### config.mk
export PLATFORM = sky130hd
export DESIGN_NAME = fifo_rd_stream_adapter
export DESIGN_NICKNAME = d
export VERILOG_FILES = /design/src/rtl/fifo_rd_stream_adapter.sv
export SDC_FILE = /design/constraint.sdc
export NUM_CORES = 1
export LEC_CHECK = 0
export CORE_MARGIN = 5
export CORE_UTILIZATION = 49
export DETAILED_ROUTE_END_ITERATION = 8
export GPL_ROUTABILITY_DRIVEN = 0
export GPL_TIMING_DRIVEN = 0
export PLACE_DENSITY = 0.78
export SKIP_LAST_GASP = 1
export SLEW_MARGIN = 20
export SYNTH_ARGS = -nofsm -noshare
export SYNTH_HDL_FRONTEND = slang
export SYNTH_SLANG_ARGS = --single-unit
### constraint.sdc
create_clock -name clk_rd -period 2.35 [get_ports clk_rd]
set_input_delay 0.3525 -clock clk_rd [delete_from_list [all_inputs] [get_ports clk_rd]]
set_output_delay 0.3525 -clock clk_rd [all_outputs]
set_load 0.05 [all_outputs]
### src/rtl/fifo_rd_stream_adapter.sv
// Read-side adapter: pulls words from the async FIFO read port and presents them as a
// valid/ready stream through a 2-entry skid buffer, framed into PKT_LEN-beat packets.
module fifo_rd_stream_adapter #(
    parameter int DATA_W  = 8,
    parameter int PKT_LEN = 16,
    parameter int CNT_W   = 16
) (
    input  logic              clk_rd,
    input  logic              rd_reset_n,
    input  logic              enable,
    input  logic              fifo_empty,
    input  logic [DATA_W-1:0] fifo_data,
    output logic              fifo_rd_en,
    output logic [DATA_W-1:0] m_data,
    output logic              m_valid,
    input  logic              m_ready,
    output logic              m_last,
    output logic [CNT_W-1:0]  beat_cnt
);

    localparam int IDX_W = (PKT_LEN > 1) ? $clog2(PKT_LEN) : 1;
    localparam logic [IDX_W-1:0] IDX_LAST = IDX_W'(PKT_LEN - 1);

    logic [1:0]        occ_q, occ_d;
    logic              pend_q, pend_d;
    logic [DATA_W-1:0] buf0_q, buf0_d;
    logic [DATA_W-1:0] buf1_q, buf1_d;
    logic [IDX_W-1:0]  pkt_idx_q, pkt_idx_d;
    logic [CNT_W-1:0]  beat_cnt_q, beat_cnt_d;

    logic       pop;
    logic [1:0] fill_after;
    logic [1:0] keep;

    always_comb begin
        pop        = (occ_q != 2'd0) & m_ready;
        // Entries committed once this cycle's pop and the in-flight read land.
        fill_after = occ_q + {1'b0, pend_q} - {1'b0, pop};
        keep       = occ_q - {1'b0, pop};

        fifo_rd_en = rd_reset_n & enable & ~fifo_empty & (fill_after < 2'd2);
        pend_d     = fifo_rd_en;
        occ_d      = fill_after;

        buf0_d = buf0_q;
        buf1_d = buf1_q;
        if (pop) begin
            buf0_d = buf1_q;
        end
        if (pend_q) begin
            if (keep == 2'd0) begin
                buf0_d = fifo_data;
            end else begin
                buf1_d = fifo_data;
            end
        end

        pkt_idx_d  = pkt_idx_q;
        beat_cnt_d = beat_cnt_q;
        if (pop) begin
            pkt_idx_d  = (pkt_idx_q == IDX_LAST) ? '0 : pkt_idx_q + 1'b1;
            beat_cnt_d = beat_cnt_q + 1'b1;
        end
    end

    always_ff @(posedge clk_rd or negedge rd_reset_n) begin
        if (!rd_reset_n) begin
            occ_q      <= 2'd0;
            pend_q     <= 1'b0;
            buf0_q     <= '0;
            buf1_q     <= '0;
            pkt_idx_q  <= '0;
            beat_cnt_q <= '0;
        end else begin
            occ_q      <= occ_d;
            pend_q     <= pend_d;
            buf0_q     <= buf0_d;
            buf1_q     <= buf1_d;
            pkt_idx_q  <= pkt_idx_d;
            beat_cnt_q <= beat_cnt_d;
        end
    end

    assign m_valid  = (occ_q != 2'd0);
    assign m_data   = buf0_q;
    assign m_last   = m_valid & (pkt_idx_q == IDX_LAST);
    assign beat_cnt = beat_cnt_q;

endmodule

==> impl_summary.md <==
Critical path
By startpoint and endpoint, the worst setup path is classified as register to primary output. In this run the worst path has a maximum fanout of 7. STA puts the critical path data required time at 2.00 ns. The type of element launching the critical path is a register. The worst setup path endpoint is fifo_rd_en. The endpoint of the most critical register-to-register path is beat_cnt[13]$_DFFE_PN0P_. The cell count of the worst reg-to-reg path is 6.

STA classifies the critical path endpoint as a primary output. Setup slack on the worst reg-to-reg path comes out at 0.66 ns. The worst reg2reg path startpoint is occ_q[0]$_DFF_PN0_. The startpoint of the most critical setup path is occ_q[1]$_DFF_PN0_. The data arrival time at the worst-slack endpoint is 1.89 ns.

Global route
The maximum number of pins on one net before global-route repair is 25. The number of global-route vias before repair is 1,387. The initial antenna violation count was 0. The first-pass GRT wire length is 6.26 mm. Global routing consumed, over all layers together, 16.2% of the routing resources. Summed over all layers, the global routing overflow is 0.

Power
The power density normalized to cell area is 1190 nW/um2. The peak supply drop is 0.000849 V. The analysis attributes to cell leakage a power of 1.04 nW. The overall power is 2.78 mW.

Detailed routing
The average wire per standard cell is 14.5 um. The DRC violation count after routing is 0. The detailed router's first-iteration violation count is 64. The mean number of vias per cell is 5.15.

The antenna violation net count after detailed routing is 0. After detailed routing, the total wire length is 3.59 mm. The pre-antenna-repair detailed-routing pass consisted of 4 iterations. The routed layout has 1,276 vias.

STA
The max-slew headroom at the worst pin is 64.1%. Across all hold checks on the routed design, the worst slack comes to 0.461 ns. The worst setup slack after layout is 0.109 ns. The highest attainable clock frequency is 0.446 GHz.

At the pin with the least slew margin, the transition time is 0.536 ns. The worst path needs 2.24 ns of the cycle, external delays included. In the finished design, the share of the clock period the worst path needs comes to 95.4%. Setup total negative slack on the finished layout was measured at 0 ns.

Across the routed clock network, the largest skew measured is 0.00791 ns. The number of setup violations in the final report is 0. The number of hold violations in the final report came to 0. The max-slew violation count is 0.

Final layout
Counting the fill cells in the layout gives 249. The final net count is 217. In the final layout, the multi-input gates occupy 774 um2.

The most common library cell in the layout ignoring fill and taps is dfrtp_1. The area growth from synthesis to layout is 33.8%. The final core utilization is 69.0%. Leaving out fill and tap cells, the most frequent cells in the layout are dfrtp_1, clkdlybuf4s50_1, nand2_1, o21ai_0, xnor2_1. The number of cells in the finished layout apart from fillers is 248. The fraction of final layout cells with drive strength greater than 1 is 17.3%.

In the final layout, flip-flops and latches occupy 976 um2. The final design area excluding fillers is 2340 um2. The repair_antennas step left the layout with diodes totalling 0.

Synthesis
The fraction of the yosys area taken by sequential cells is 55.8%. The average instance in the mapped netlist occupies 11.6 um2. The share of flip-flops with an asynchronous set or reset after synthesis is 100%. The number of nets handed over by synthesis was 167. Counting flops with a built-in enable in the synthesized netlist gives 0. The count of different cell masters after synthesis is 28. In this run, synthesis produced a sequential element count of 39. Counting every instance in the synthesized netlist gives 151. The total number of yosys warnings is 0. The post-synthesis instance area is 1750 um2.

The dominant register cell in the synthesized netlist is dfrtp_1.

Place
The final HPWL from detailed placement is 2.80 mm. The total placed cells including tap cells is 237. The placement-stage worst setup slack is -0.877 ns.

The count of buffers added on input and output ports is 39. Once placement finished, the instance area stood at 2230 um2.

CTS
Clock tree synthesis inserted a total of 5 buffers. The total number of H-tree levels is 2. The later-pin clock latency in the skew report is 0.35 ns.

The sink count of the clock tree is 39. The clock passes through at most 2 buffers. The clock transition time at the flip-flop clock pins of the worst setup and hold paths is 0.11 ns. The clock tree from TritonCTS is yes. The root buffer cell is clkbuf_4.

Outcome
The run finished with clean final reports.

Die
The I/O pin count is 40. After floorplanning, the core was divided into 21 placement rows. The die height is 69.7 um. The area of the die is 4860 um2. The floorplan step set the die width to 69.7 um. The core region is 3390 um2.

The initial core utilization is 51.6%.

Job
The reported max-cap violation count is 0.

Min path
The path category of the worst min-delay check is input pin to asynchronous set/reset pin.
==> cell usage after synthesis (5+ instances only) <==
cell type	count	area share, %
mux2_2	8	5.2
nand2_1	25	5.4
o21ai_0	11	3.1
nor2_1	5	1.1
xnor2_1	13	6.5
xor2_1	5	2.5
dfrtp_1	39	56
nand3_1	6	1.7
nand4_1	5	1.8
mux2i_1	8	4.6
==> cell families (layout without fill, tap and decap cells) <==
family / after synthesis / in the layout / share of synthesized area [%]
compound gates: 16 / 16 / 5.58
fa+ha+maj: 3 / 3 / 2.15
simple gates: 54 / 54 / 16.2
buf+inv: 5 / 56 / 1.50
xor+xnor: 18 / 18 / 9.02
flops: 39 / 39 / 55.8
mux: 16 / 16 / 9.74
==> where the power goes <==
group / switching, mW / internal (mW)
logic: 0.789 / 0.545
clock network: 0.216 / 0.116
registers: 0.205 / 0.908
total: 1.21 / 1.57
==> worst max-delay path: stages (launching register included) <==
cell and delay (ns):
dfrtp_1 0.39, buf_6 0.14, o21ai_4 0.17, buf_8 0.12, xnor2_2 0.06, ha_2 0.19
xnor2_2 0.15, nor3_4 0.15, buf_6 0.18
==> worst min-delay path by stage <==
stage | to | slack (ns) | from
4_1_cts | occ_q[0]$_DFF_PN0_ | 0.45 | rd_reset_n
6_report | occ_q[1]$_DFF_PN0_ | 0.46 | rd_reset_n
5_1_grt | occ_q[1]$_DFF_PN0_ | 0.48 | rd_reset_n
2_1_floorplan | beat_cnt[0]$_DFFE_PN0P_ | 0.06 | rd_reset_n
3_3_place_gp | beat_cnt[15]$_DFFE_PN0P_ | 0.45 | beat_cnt[15]$_DFFE_PN0P_
3_5_place_dp | occ_q[1]$_DFF_PN0_ | 0.31 | rd_reset_n
==> flip-flops by register name, indices dropped and copies added, names as in the netlist <==
register and cells:
beat_cnt 16, buf1_q 8, m_data 8, pkt_idx_q 4
occ_q 2, pend_q 1
==> routing by layer <==
layer	wire length (um)	track usage, %	up-vias	share of wire, %
met3	252	6.38	6	7.0
met4	54	8.72	0	1.5
met2	1820	26.6	37	51
met1	1470	18.1	613	41
met5	0	0	-	0
li1	-	-	620	-
==> timing repair <==
item / CTS / global route
pin swaps: 1 / 3
endpoints found under the hold margin: 15 / 0
setup buffers: 2 / 0
gates cloned: 0 / 0
resized for setup: 12 / 4
hold buffers: 1 / 0
setup endpoints to repair: 2 / 1
==> layout make-up <==
type / count / area share (%)
repair buffers: 43 / 18.7
plain buffers: 4 / 1.55
clock buffers: 6 / 1.77
well taps: 46 / 2.46
flip-flops and latches: 39 / 41.7
multi-input cells: 107 / 33.1
clock inverters: 2 / 0.535
inverters: 1 / 0.161
Note: power is estimated with default switching activity, not from simulation.
